[config.mk]
export PLATFORM = sky130hd
export DESIGN_NAME = systolic_seq_ctrl
export DESIGN_NICKNAME = d
export VERILOG_FILES = /design/src/rtl/systolic_seq_ctrl.sv
export SDC_FILE = /design/constraint.sdc
export NUM_CORES = 1
export LEC_CHECK = 0
export BUFFER_PORTS_ARGS = -buffer_cell sky130_fd_sc_hd__buf_4
export CORE_MARGIN = 4
export CORE_UTILIZATION = 30
export DETAILED_ROUTE_END_ITERATION = 6
export PLACE_DENSITY = 0.46
export SLEW_MARGIN = 30
export SYNTH_ARGS = -nofsm -noshare
export SYNTH_HDL_FRONTEND = slang
export SYNTH_SLANG_ARGS = --single-unit
[constraint.sdc]
create_clock -name clk -period 3.9 [get_ports clk]
set_clock_uncertainty 0.2 [all_clocks]
set_input_delay 0.585 -clock clk [delete_from_list [all_inputs] [get_ports clk]]
set_output_delay 0.585 -clock clk [all_outputs]
set_load 0.02 [all_outputs]
[src/rtl/systolic_seq_ctrl.sv]
`default_nettype none
// ============================================================================
// Module  : systolic_seq_ctrl
// Brief   : 4x4 matmul pass sequencer; clear/feed/settle/capture, then drains
//           the output memory through a skid FIFO onto a ready/valid stream.
// Revision: 1.0
// ============================================================================
module systolic_seq_ctrl #(
    parameter int N             = 4,
    parameter int DATA_W        = 33,
    parameter int ADDR_W        = 4,
    parameter int FEED_CYCLES   = 7,
    parameter int SETTLE_CYCLES = 4,
    parameter int SKID_DEPTH    = 3
) (
    input  logic              clk,
    input  logic              rst,
    input  logic              start,
    output logic              busy,
    output logic              done,
    output logic              pe_clr,
    output logic              pe_en,
    output logic              feed_valid,
    output logic [2:0]        feed_step,
    output logic              mem_w_en,
    output logic [ADDR_W-1:0] mem_read_addr,
    input  logic [DATA_W-1:0] mem_read_data,
    output logic [DATA_W-1:0] out_data,
    output logic              out_valid,
    input  logic              out_ready,
    output logic              out_last
);

    localparam int PTR_W = (SKID_DEPTH > 1) ? $clog2(SKID_DEPTH) : 1;
    localparam int CNT_W = $clog2(SKID_DEPTH + 1);
    localparam int OCC_W = CNT_W + 1;

    localparam logic [2:0] c_IDLE    = 3'd0;
    localparam logic [2:0] c_CLEAR   = 3'd1;
    localparam logic [2:0] c_FEED    = 3'd2;
    localparam logic [2:0] c_SETTLE  = 3'd3;
    localparam logic [2:0] c_CAPTURE = 3'd4;
    localparam logic [2:0] c_DRAIN   = 3'd5;
    localparam logic [2:0] c_DONE    = 3'd6;

    localparam logic [ADDR_W-1:0] c_LAST_ADDR = ADDR_W'(N * N - 1);

    logic [2:0]        r_state;
    logic [2:0]        r_cnt;
    logic [ADDR_W-1:0] r_addr;
    logic              r_issue_done;
    logic              r_inflight;
    logic              r_inflight_last;

    logic [DATA_W-1:0] r_fifo_data [SKID_DEPTH];
    logic              r_fifo_last [SKID_DEPTH];
    logic [PTR_W-1:0]  r_wr_ptr;
    logic [PTR_W-1:0]  r_rd_ptr;
    logic [CNT_W-1:0]  r_count;

    logic              w_pop;
    logic              w_push;
    logic              w_issue;
    logic              w_head_last;
    logic [OCC_W-1:0]  w_occ;

    function automatic logic [PTR_W-1:0] f_next(input logic [PTR_W-1:0] p);
        return (p == PTR_W'(SKID_DEPTH - 1)) ? '0 : p + PTR_W'(1);
    endfunction

    assign w_pop       = (r_count != '0) && out_ready;
    assign w_push      = r_inflight;
    assign w_head_last = r_fifo_last[r_rd_ptr];

    // Occupancy once this cycle's pop and returning read settle; one slot is
    // kept for the read issued now, so issuing stops with two words pending.
    assign w_occ   = OCC_W'(r_count) + OCC_W'(r_inflight) - OCC_W'(w_pop);
    assign w_issue = (r_state == c_DRAIN) && !r_issue_done &&
                     (w_occ < OCC_W'(SKID_DEPTH - 1));

    always_ff @(posedge clk or posedge rst) begin
        if (rst) begin
            r_state <= c_IDLE;
            r_cnt   <= '0;
        end else begin
            case (r_state)
                c_IDLE: begin
                    r_cnt <= '0;
                    if (start) r_state <= c_CLEAR;
                end
                c_CLEAR: begin
                    r_cnt   <= '0;
                    r_state <= c_FEED;
                end
                c_FEED: begin
                    if (r_cnt == 3'(FEED_CYCLES - 1)) begin
                        r_cnt   <= '0;
                        r_state <= c_SETTLE;
                    end else begin
                        r_cnt <= r_cnt + 3'd1;
                    end
                end
                c_SETTLE: begin
                    if (r_cnt == 3'(SETTLE_CYCLES - 1)) begin
                        r_cnt   <= '0;
                        r_state <= c_CAPTURE;
                    end else begin
                        r_cnt <= r_cnt + 3'd1;
                    end
                end
                c_CAPTURE: r_state <= c_DRAIN;
                c_DRAIN: begin
                    if (w_pop && w_head_last) r_state <= c_DONE;
                end
                c_DONE:  r_state <= c_IDLE;
                default: r_state <= c_IDLE;
            endcase
        end
    end

    always_ff @(posedge clk or posedge rst) begin
        if (rst) begin
            r_addr          <= '0;
            r_issue_done    <= 1'b0;
            r_inflight      <= 1'b0;
            r_inflight_last <= 1'b0;
        end else begin
            r_inflight      <= w_issue;
            r_inflight_last <= w_issue && (r_addr == c_LAST_ADDR);
            if (r_state == c_DONE) begin
                r_addr       <= '0;
                r_issue_done <= 1'b0;
            end else if (w_issue) begin
                if (r_addr == c_LAST_ADDR) r_issue_done <= 1'b1;
                else                       r_addr       <= r_addr + ADDR_W'(1);
            end
        end
    end

    always_ff @(posedge clk or posedge rst) begin
        if (rst) begin
            for (int i = 0; i < SKID_DEPTH; i++) begin
                r_fifo_data[i] <= '0;
                r_fifo_last[i] <= 1'b0;
            end
            r_wr_ptr <= '0;
            r_rd_ptr <= '0;
            r_count  <= '0;
        end else begin
            if (w_push) begin
                r_fifo_data[r_wr_ptr] <= mem_read_data;
                r_fifo_last[r_wr_ptr] <= r_inflight_last;
                r_wr_ptr              <= f_next(r_wr_ptr);
            end
            if (w_pop) r_rd_ptr <= f_next(r_rd_ptr);
            r_count <= r_count + CNT_W'(w_push) - CNT_W'(w_pop);
        end
    end

    assign busy          = (r_state != c_IDLE) && (r_state != c_DONE);
    assign done          = (r_state == c_DONE);
    assign pe_clr        = (r_state == c_CLEAR);
    assign pe_en         = (r_state == c_FEED) || (r_state == c_SETTLE);
    assign feed_valid    = (r_state == c_FEED);
    assign feed_step     = (r_state == c_FEED) ? r_cnt : 3'd0;
    assign mem_w_en      = (r_state == c_CAPTURE);
    assign mem_read_addr = r_addr;
    assign out_valid     = (r_count != '0);
    assign out_data      = out_valid ? r_fifo_data[r_rd_ptr] : '0;
    assign out_last      = out_valid && w_head_last;

endmodule
`default_nettype wire

# Word-level counts from Yosys, hierarchy flattened
# Cells that the tools add are included.
[totals]
reg_bits = 121
inputBits = 37
out_inout_bits = 48
wordCells = 96
[op_classes]
addsub = 8
n_lt_le_gt_ge = 4
n_eq_ne = 17
mux = 30
bitwise = 2
reduce_logical = 20
[op_table]
columns = ["cell", "count"]
rows = [
  ["$mux W33", 4],
  ["$bwmux W99", 1],
  ["$bmux W33 S2", 1],
  ["$demux W33 S2", 1],
  ["$mux W3", 7],
  ["$pmux W3 S6", 1],
  ["$eq A3 B3 Y1 const B", 4],
  ["$mux W4", 3],
  ["$eq A3 B2 Y1 const B", 3],
  ["$pmux W3 S3", 1],
  ["$logic_and A1 B1 Y1", 8],
  ["$ge A3 B3 Y1 const B", 2],
  ["$mux W1", 6],
  ["$ne A2 B2 Y1 const B", 3],
  ["$not A2 Y3", 2],
  ["$reduce_bool A2 Y1", 3],
  ["$reduce_bool A3 Y1", 2],
  ["$add A2 B1 Y2 const B", 2],
  ["$add A4 B1 Y4 const B", 1],
  ["$eq A2 B2 Y1 const B", 2],
  ["$eq A4 B4 Y1 const B", 1],
  ["$mux W2", 2],
  ["$ne A2 B1 Y1 const B", 2],
  ["$reduce_and A2 Y1", 2],
  ["other kinds (17)", 17],
]

# Logic depth before layout (Yosys ltp)
# Gate-level depths: netlist of the first run.
[depth]
ltp_word = 7
ltp_mapped = 9
mapped_depth_nobuf = 9

# Worst setup path after synthesis of the first run
# OpenSTA, ideal clock, no wires.
[synth_path]
path_kind = "input to register"
from = "in out_ready"
to = "reg r_addr[3], in the netlist mem_read_addr[3]"
setup_ns = 0.080
arrival_time_ns = 2.687
t_required_ns = 3.620
setup_slack_ns = 0.933
cell_stages = 8
path_buffers = 0
path_cell_list = "nand3_1 o21ai_0 ha_1 fa_1 nor4bb_1 or4b_4 or3_1 a21oi_1"
[synth_between]
elab_chain_len = 6
[synth_lines]
columns = ["item", "line", "source"]
rows = [
  ["from (decl)", "30", "input logic out_ready,"],
  ["$logic_and A1 B1 Y1", "71", "assign w_pop = (r_count != '0) && out_ready;"],
  ["$sub A3 B1 Y3", "77", "assign w_occ = OCC_W'(r_count) + OCC_W'(r_inflight) - OCC_W'(w_pop);"],
  ["net w_occ[1]", "65", "logic [OCC_W-1:0] w_occ;"],
  ["$lt A3 B2 Y1", "79", "(w_occ < OCC_W'(SKID_DEPTH - 1));"],
  ["$logic_and A1 B1 Y1", "78", "assign w_issue = (r_state == c_DRAIN) && !r_issue_done &&"],
  ["$reduce_bool A2 Y1 (no line)", "--", ""],
  ["$reduce_and A2 Y1 (no line)", "--", ""],
  ["to (signal assigned)", "135", "else r_addr <= r_addr + ADDR_W'(1);"],
  ["to (decl)", "50", "logic [ADDR_W-1:0] r_addr;"],
]
# The timed path passes the listed nets, and every way through them passes these cells.
# A chain may end at the register's enable or synchronous reset.

# Worst setup path in the final report of the first run
[layout_path]
from = "reg r_rd_ptr[1]"
to = "out out_last"
[layout_between]
elab_chain_len = 5
[layout_lines]
columns = ["item", "line", "source"]
rows = [
  ["from (decl)", "58", "logic [PTR_W-1:0] r_rd_ptr;"],
  ["from (signal assigned)", "155", "if (w_pop) r_rd_ptr <= f_next(r_rd_ptr);"],
  ["$not A2 Y3 (implied by the code)", "73", "assign w_head_last = r_fifo_last[r_rd_ptr];"],
  ["$bmux W1 S2", "73", ""],
  ["$mux W1 (implied by the code) (2 in a row)", "73", ""],
  ["$logic_and A1 B1 Y1", "170", "assign out_last = out_valid && w_head_last;"],
  ["to (decl)", "31", "output logic out_last"],
]
# No other way between the ends. The select of a mux whose other input is x is not followed.

==> results of run 1 <==
[sequential cells by signal (all words and copies together), names as in the netlist]
name,count
r_fifo_last,3
r_issue_done,1
r_fifo_data,99
r_rd_ptr,2
r_wr_ptr,2
r_cnt,3
r_inflight,1
mem_read_addr,4
r_state,3
r_count,2
r_inflight_last,1
[final timing paths]
path	from	endpoint	slack, ns	cells past startpoint
worst max-delay path	r_rd_ptr[1]	out_last	0.74	5
worst min-delay path	rst	r_fifo_data[67]	0.004	2
worst max register to register	r_count[1]	mem_read_addr[3]	0.85	8
worst min register to register	r_fifo_data[75]	r_fifo_data[75]	0.30	1
max in group asynchronous	rst	r_rd_ptr[0]	2.69	3
min in group clk	mem_read_data[14]	r_fifo_data[80]	0.22	2
[metal layers]
metal,share of wire [%],up-vias,track usage [%]
met5,0,-,0
met1,46,1931,17.5
met2,48,71,22.4
met4,1.2,0,3.98
li1,-,1810,-
met3,5.0,15,4.11
[report_power, final]
group / internal [uW] / switching [uW] / total [uW]
Sequential: 1740 / 309 / 2040
Clock: 892 / 547 / 1440
Combinational: 1120 / 1290 / 2410
[per-stage QoR]
| step | hold WS (ns) | util (%) |
|---|---|---|
| 3_3_place_gp | 0.285 | 35.8 |
| 4_1_cts | 0.00884 | 38.9 |
| 6_report | 0.00411 | 39.0 |
| 2_1_floorplan | 0.263 | - |
| 5_1_grt | 0.0312 | 39.0 |
| 3_5_place_dp | 0.293 | 36.0 |
[logic make-up (layout without fill, tap and decap cells)]
family | count (synthesis) | count (layout) | share of synthesized area, %
flip-flops | 121 | 121 | 53.9
multiplexers | 137 | 137 | 26.7
AND/OR/NAND/NOR | 113 | 113 | 9.46
AO/OA/AOI/OAI | 52 | 52 | 5.01
adder cells (fa/ha/maj) | 7 | 7 | 1.69
XOR/XNOR | 2 | 2 | 0.312
buffers and inverters | 41 | 136 | 2.96
[area by class of cell]
class / instances / area, sq um / share of cell area [%]
Clock buffer: 20 / 457 / 6.43
Clock inverter: 11 / 80.1 / 1.13
Inverter: 12 / 48.8 / 0.687
Multi-Input combinational cell: 311 / 2450 / 34.5
Sequential cell: 121 / 3030 / 42.7
Tap cell: 229 / 287 / 4.03
Timing Repair Buffer: 93 / 747 / 10.5
[cell usage in the layout, fill, tap and decap left out, types with 8 or more instances in the layout]
cell type / instances
sky130_fd_sc_hd__a21oi_1: 36
sky130_fd_sc_hd__buf_4: 89
sky130_fd_sc_hd__clkbuf_16: 17
sky130_fd_sc_hd__clkinv_2: 10
sky130_fd_sc_hd__dfrtp_1: 119
sky130_fd_sc_hd__inv_1: 11
sky130_fd_sc_hd__mux2_2: 103
sky130_fd_sc_hd__mux2i_1: 34
sky130_fd_sc_hd__nor2_1: 71
sky130_fd_sc_hd__o21ai_0: 8
[worst register-to-register path, cell delays in order (launching register included)]
cell	delay (ns)
sky130_fd_sc_hd__dfrtp_1	0.44
sky130_fd_sc_hd__nand3_1	0.15
sky130_fd_sc_hd__o21ai_0	0.13
sky130_fd_sc_hd__ha_1	0.21
sky130_fd_sc_hd__fa_1	0.49
sky130_fd_sc_hd__nor4bb_1	0.31
sky130_fd_sc_hd__or4b_4	0.53
sky130_fd_sc_hd__or3_1	0.36
sky130_fd_sc_hd__a21oi_1	0.16
==> impl_metrics.ini, run 1 <==
[synth]
synth.yosys.seq_area_share_pct = 53.9
syn_area_sq_um = 5620
yosys.area.top_type = sky130_fd_sc_hd__dfrtp_1
postSynthCellCount = 473
ys_warn_count = 0
synth_area_leaders = sky130_fd_sc_hd__dfrtp_1 54%, sky130_fd_sc_hd__mux2_2 21%, sky130_fd_sc_hd__mux2i_1 6.1%
yosys.area.top_type_share_pct = 53.9
synth_top_cells_by_count = 121 x sky130_fd_sc_hd__dfrtp_1, 103 x sky130_fd_sc_hd__mux2_2, 72 x sky130_fd_sc_hd__nor2_1
postSynth.topFlopCell = sky130_fd_sc_hd__dfrtp_1
syn-mean-instance-area_sq_um = 11.9
synth.ff_latch_count = 121
synth.most_common_cell = sky130_fd_sc_hd__dfrtp_1
syn-num-nets = 517
synth-edff-count = 0
synth-async-reset-ratio_pct = 100
synth.lib_cells_used.distinct = 40

[clock_network]
cts_root_buffer = sky130_fd_sc_hd__clkbuf_16
numCtsBuffers = 17
post_cts_resize_count = 0
clk_path_buf_depth = 2
numClockSinks = 121
tritoncts = yes
insertion_delay_ns = 0.41
htree_num_levels = 4
post_cts.repair.setup_buffers = 0
worst_setup_hold_path_clk_slew_ns = 0.05
cts.hold.buffers_added = 0

[timing]
post-route-min-period_ns = 3.16
timing.final.crit_share_pct = 81.1
totalNegativeSetupSlack_ns = 0
max_clock_freq_mhz = 316
number_of_setup_violations_in_the_final_report = 0
timing_max_transition_violations_final = 0
grt_setup_unrepaired = false
min_setup_slack_post_route_ns = 0.736
final_hold_viol_count = 0
timing_worst_slew_pin_value_ns = 0.955
timing.slew.headroom_pct = 36.3

[global_routing]
antenna_violations_before_repair = 0
overflow = 0
first_pass_grt_wire_length_microns = 21900
first_global_vias = 4173
pin_count_of_the_biggest_net_entering_global_routing = 80
grt_usage_pct = 13.6

[setup_path]
crit_fanout = 24
timing_worst_setup_path_type = reg2out
cp_data_arrival_time_ns = 2.38
timing.critical_path.max_delay_family = flip-flops
crit_slowest_cell = sky130_fd_sc_hd__dfrtp_2
worst_path_largest_cell_delay_ns = 0.72
end_kind = output port
worst_path_most_repeated_cell = sky130_fd_sc_hd__buf_4
timing.critical_path.from_type = flip-flop
required_ns = 3.12
path_cells = buf_4, nor2b_1, a211oi_1, nor3_1, buf_4
critPathBufInv = 2

[floorplan]
design.core.area_sq_um = 18200
die_h_microns = 145
floorplan.initialDensity_pct = 30.9
io-pin-count = 85
design.die.area_sq_um = 21000
floorplan.rows = 49
die_w_microns = 145

[finish]
cell_area_after_layout_sq_um = 7100
antenna-diode-count = 0
post_layout_nonfiller_instances = 797
fillCellCount = 1740
syn2layout_area_growth_pct = 26.4
drive_gt1_share_pct = 41.7
design.final.nets = 600

[detailed_routing]
first_pass_iters = 4
routedWlPerCell_microns = 16.9
drc_errors_left = 0
final_antenna_net_count = 0
detailed_route_via_count = 3827
drt-initial-drc-count = 92
detail_route.vias_per_cell = 4.80
postRouteWirelength_microns = 13500

[outcome]
outcome = complete, no violations

[run]
drv_cap = 0

[place]
placedCellCount = 765
placement.cell_area_sq_um = 6560
routabilityCongestion = 0.710
placement.setup.worst_slack_ns = 0.629
final_hpwl_dp_microns = 8550
numPortBuffers = 84

[power]
power.total_uw = 5890
vdd.ir_drop.worst_mv = 0.384
cellLeakagePower_uw = 0.00327
power_per_cell_area_nw_per_um2 = 829

[hold_path]
holdCritPathClass = in2async
(Power assumes the default switching activity.)
==> run 2: changes to the inputs <==
--- a/config.mk
+++ b/config.mk
@@ -9,7 +9,7 @@
 export CORE_MARGIN = 4
 export CORE_UTILIZATION = 30
 export DETAILED_ROUTE_END_ITERATION = 6
-export PLACE_DENSITY = 0.46
+export PLACE_DENSITY = 0.44
 export SLEW_MARGIN = 30
 export SYNTH_ARGS = -nofsm -noshare
 export SYNTH_HDL_FRONTEND = slang
==> constraint.sdc (replaced) <==
create_clock -name clk -period 3.05 [get_ports clk]
set_clock_uncertainty 0.2 [all_clocks]
set_input_delay 0.4575 -clock clk [delete_from_list [all_inputs] [get_ports clk]]
set_output_delay 0.4575 -clock clk [all_outputs]
set_load 0.02 [all_outputs]
==> run 2 against run 1 <==
Compared with the run above: worst setup slack lost 0.62 ns; critical path depth increased by 4; register-to-register slack got worse by 0.74 ns; final area grew 2.0%; via count rose by 1.1%; clock power is 49% higher; cell count grew 0.88%; sequential cell count is the same; non-clock buffer count increased by 6; critical endpoint is now mem_read_addr[3].
==> impl_metrics.ini, run 2 (synthesized netlist as in run 1, its figures left out) <==
[floorplan]
floorplan.initialDensity_pct = 30.9
die_w_microns = 145
design.die.area_sq_um = 21000
io-pin-count = 85
design.core.area_sq_um = 18200
die_h_microns = 145
floorplan.rows = 49

[clock_network]
cts_root_buffer = sky130_fd_sc_hd__clkbuf_16
htree_num_levels = 4
post_cts.repair.setup_buffers = 0
cts.hold.buffers_added = 0
tritoncts = yes
clk_path_buf_depth = 2
numCtsBuffers = 17
insertion_delay_ns = 0.41
worst_setup_hold_path_clk_slew_ns = 0.06
numClockSinks = 121

[finish]
fillCellCount = 1783
layout.cells.most_common_list = 119 x sky130_fd_sc_hd__dfrtp_1, 103 x sky130_fd_sc_hd__mux2_2, 97 x sky130_fd_sc_hd__buf_4, 71 x sky130_fd_sc_hd__nor2_1, 36 x sky130_fd_sc_hd__a21oi_1
syn2layout_area_growth_pct = 28.9
largest-register = r_fifo_data
largest_register_ffs = 99
design.final.nets = 606
multi_input_area_sq_um = 2480
post_layout_nonfiller_instances = 804
drive_gt1_share_pct = 42.6
sequential_cell_area_sq_um = 3030
layout.cells.most_common = sky130_fd_sc_hd__dfrtp_1
antenna-diode-count = 0

[global_routing]
first_global_vias = 3945
grt_busiest_layer = met2
pin_count_of_the_biggest_net_entering_global_routing = 122
antenna_violations_before_repair = 0
groute.layer.met3.usage_pct = 4.34
grt_use_met1_pct = 19.0
first_pass_grt_wire_length_microns = 22000
grt_usage_pct = 13.8
overflow = 0
groute.layer.met2.usage_pct = 20.9

[place]
routabilityCongestion = 0.701
final_hpwl_dp_microns = 8520
placedCellCount = 772
placement.setup.worst_slack_ns = -0.0624
numPortBuffers = 84

[timing]
min_setup_slack_post_route_ns = 0.115
timing.final.crit_share_pct = 96.2
fin_worst_hold_slack_ns = 0.0196
number_of_setup_violations_in_the_final_report = 0
timing_worst_slew_pin_value_ns = 0.680
final_hold_viol_count = 0
post-route-min-period_ns = 2.94
grt_setup_unrepaired = false
timing.slew.headroom_pct = 54.7
max_clock_freq_mhz = 341
timing_max_transition_violations_final = 0

[setup_path]
worst_path_largest_cell_delay_ns = 0.49
crit_slowest_cell = sky130_fd_sc_hd__or4b_4
cp_data_arrival_time_ns = 3.07
timing.critical_path.from_type = flip-flop
crit_fanout = 3
path_cells = inv_1, nand3_1, o21ai_1, ha_2, fa_2, nor4bb_4, or4b_4, or3_1, a21oi_1
timing_worst_setup_path_type = reg2reg
required_ns = 3.19
end_kind = flip-flop

[outcome]
outcome = complete, no violations

[detailed_routing]
first_pass_iters = 4
routedWlPerCell_microns = 17.0
drt-initial-drc-count = 144
final_antenna_net_count = 0
detailed_route_via_count = 3868
postRouteWirelength_microns = 13700
detail_route.vias_per_cell = 4.81
drc_errors_left = 0

[power]
vdd.ir_drop.worst_mv = 0.404
cellLeakagePower_uw = 0.00333
power_per_cell_area_nw_per_um2 = 1090
power.total_uw = 7900

[run]
drv_cap = 0

[hold_path]
holdCritPathClass = in2async
-- run 2: cell count changes in the layout (fill, tap and decap cells not counted), sizes merged --
cell / before / now
clkinv: 10 / 4
bufinv: 1 / 4
buf: 93 / 99
clkbuf: 20 / 24
-- run 2: metrics by stage --
step | utilization, % | TNS [ns] | cell area, sq um
4_1_cts | 39.6 | 0 | 7220
3_3_place_gp | 36.2 | 0 | 6590
6_report | 39.8 | 0 | 7240
2_1_floorplan | - | 0 | 5620
5_1_grt | 39.8 | 0 | 7240
3_5_place_dp | 36.2 | -0.0624 | 6590
-- run 2: timing repair --
item,in CTS,in global routing
setup endpoints to repair,0,1
hold endpoints to repair,0,0
gates resized for setup,0,5
-- run 2: worst max-delay path, delay by kind of cell, from the launching register on --
kind | cells | cell delay, ns
AO/OA/AOI/OAI | 2 | 0.27
buffers and inverters | 1 | 0.08
AND/OR/NAND/NOR | 4 | 1.24
adder cells (fa/ha/maj) | 2 | 0.69
flip-flops | 1 | 0.40
-- run 2: worst paths after layout --
path,start,end,slack [ns],depth (start not counted)
worst max-delay path,r_count[0],mem_read_addr[3],0.11,9
worst min-delay path,rst,r_fifo_data[44],0.02,3
worst max register to register,r_count[0],mem_read_addr[3],0.11,9
worst min register to register,r_fifo_last[2],r_fifo_last[2],0.30,1
max in group asynchronous,rst,r_rd_ptr[0],2.08,3
min in group clk,mem_read_data[14],r_fifo_data[80],0.09,2
-- run 2: metal layers --
metal / up-vias / part of all wire (%)
li1: 1817 / -
met1: 1969 / 49
met2: 70 / 46
met3: 12 / 4.1
met4: 0 / 0.94
met5: - / 0
-- run 2: layout make-up --
type / instances / area share, %
Clock buffer: 24 / 6.79
Clock inverter: 8 / 1.93
Inverter: 12 / 0.674
Multi-Input combinational cell: 311 / 34.2
Sequential cell: 121 / 41.8
Tap cell: 229 / 3.96
Timing Repair Buffer: 99 / 10.6
-- run 2: power by group --
part	internal (uW)	leakage (uW)	total [uW]	switching, uW
sequential	2220	0.00148	2610	391
clock	1450	0.000314	2140	695
combinational	1470	0.00154	3150	1680
total	5140	0.00333	7900	2760
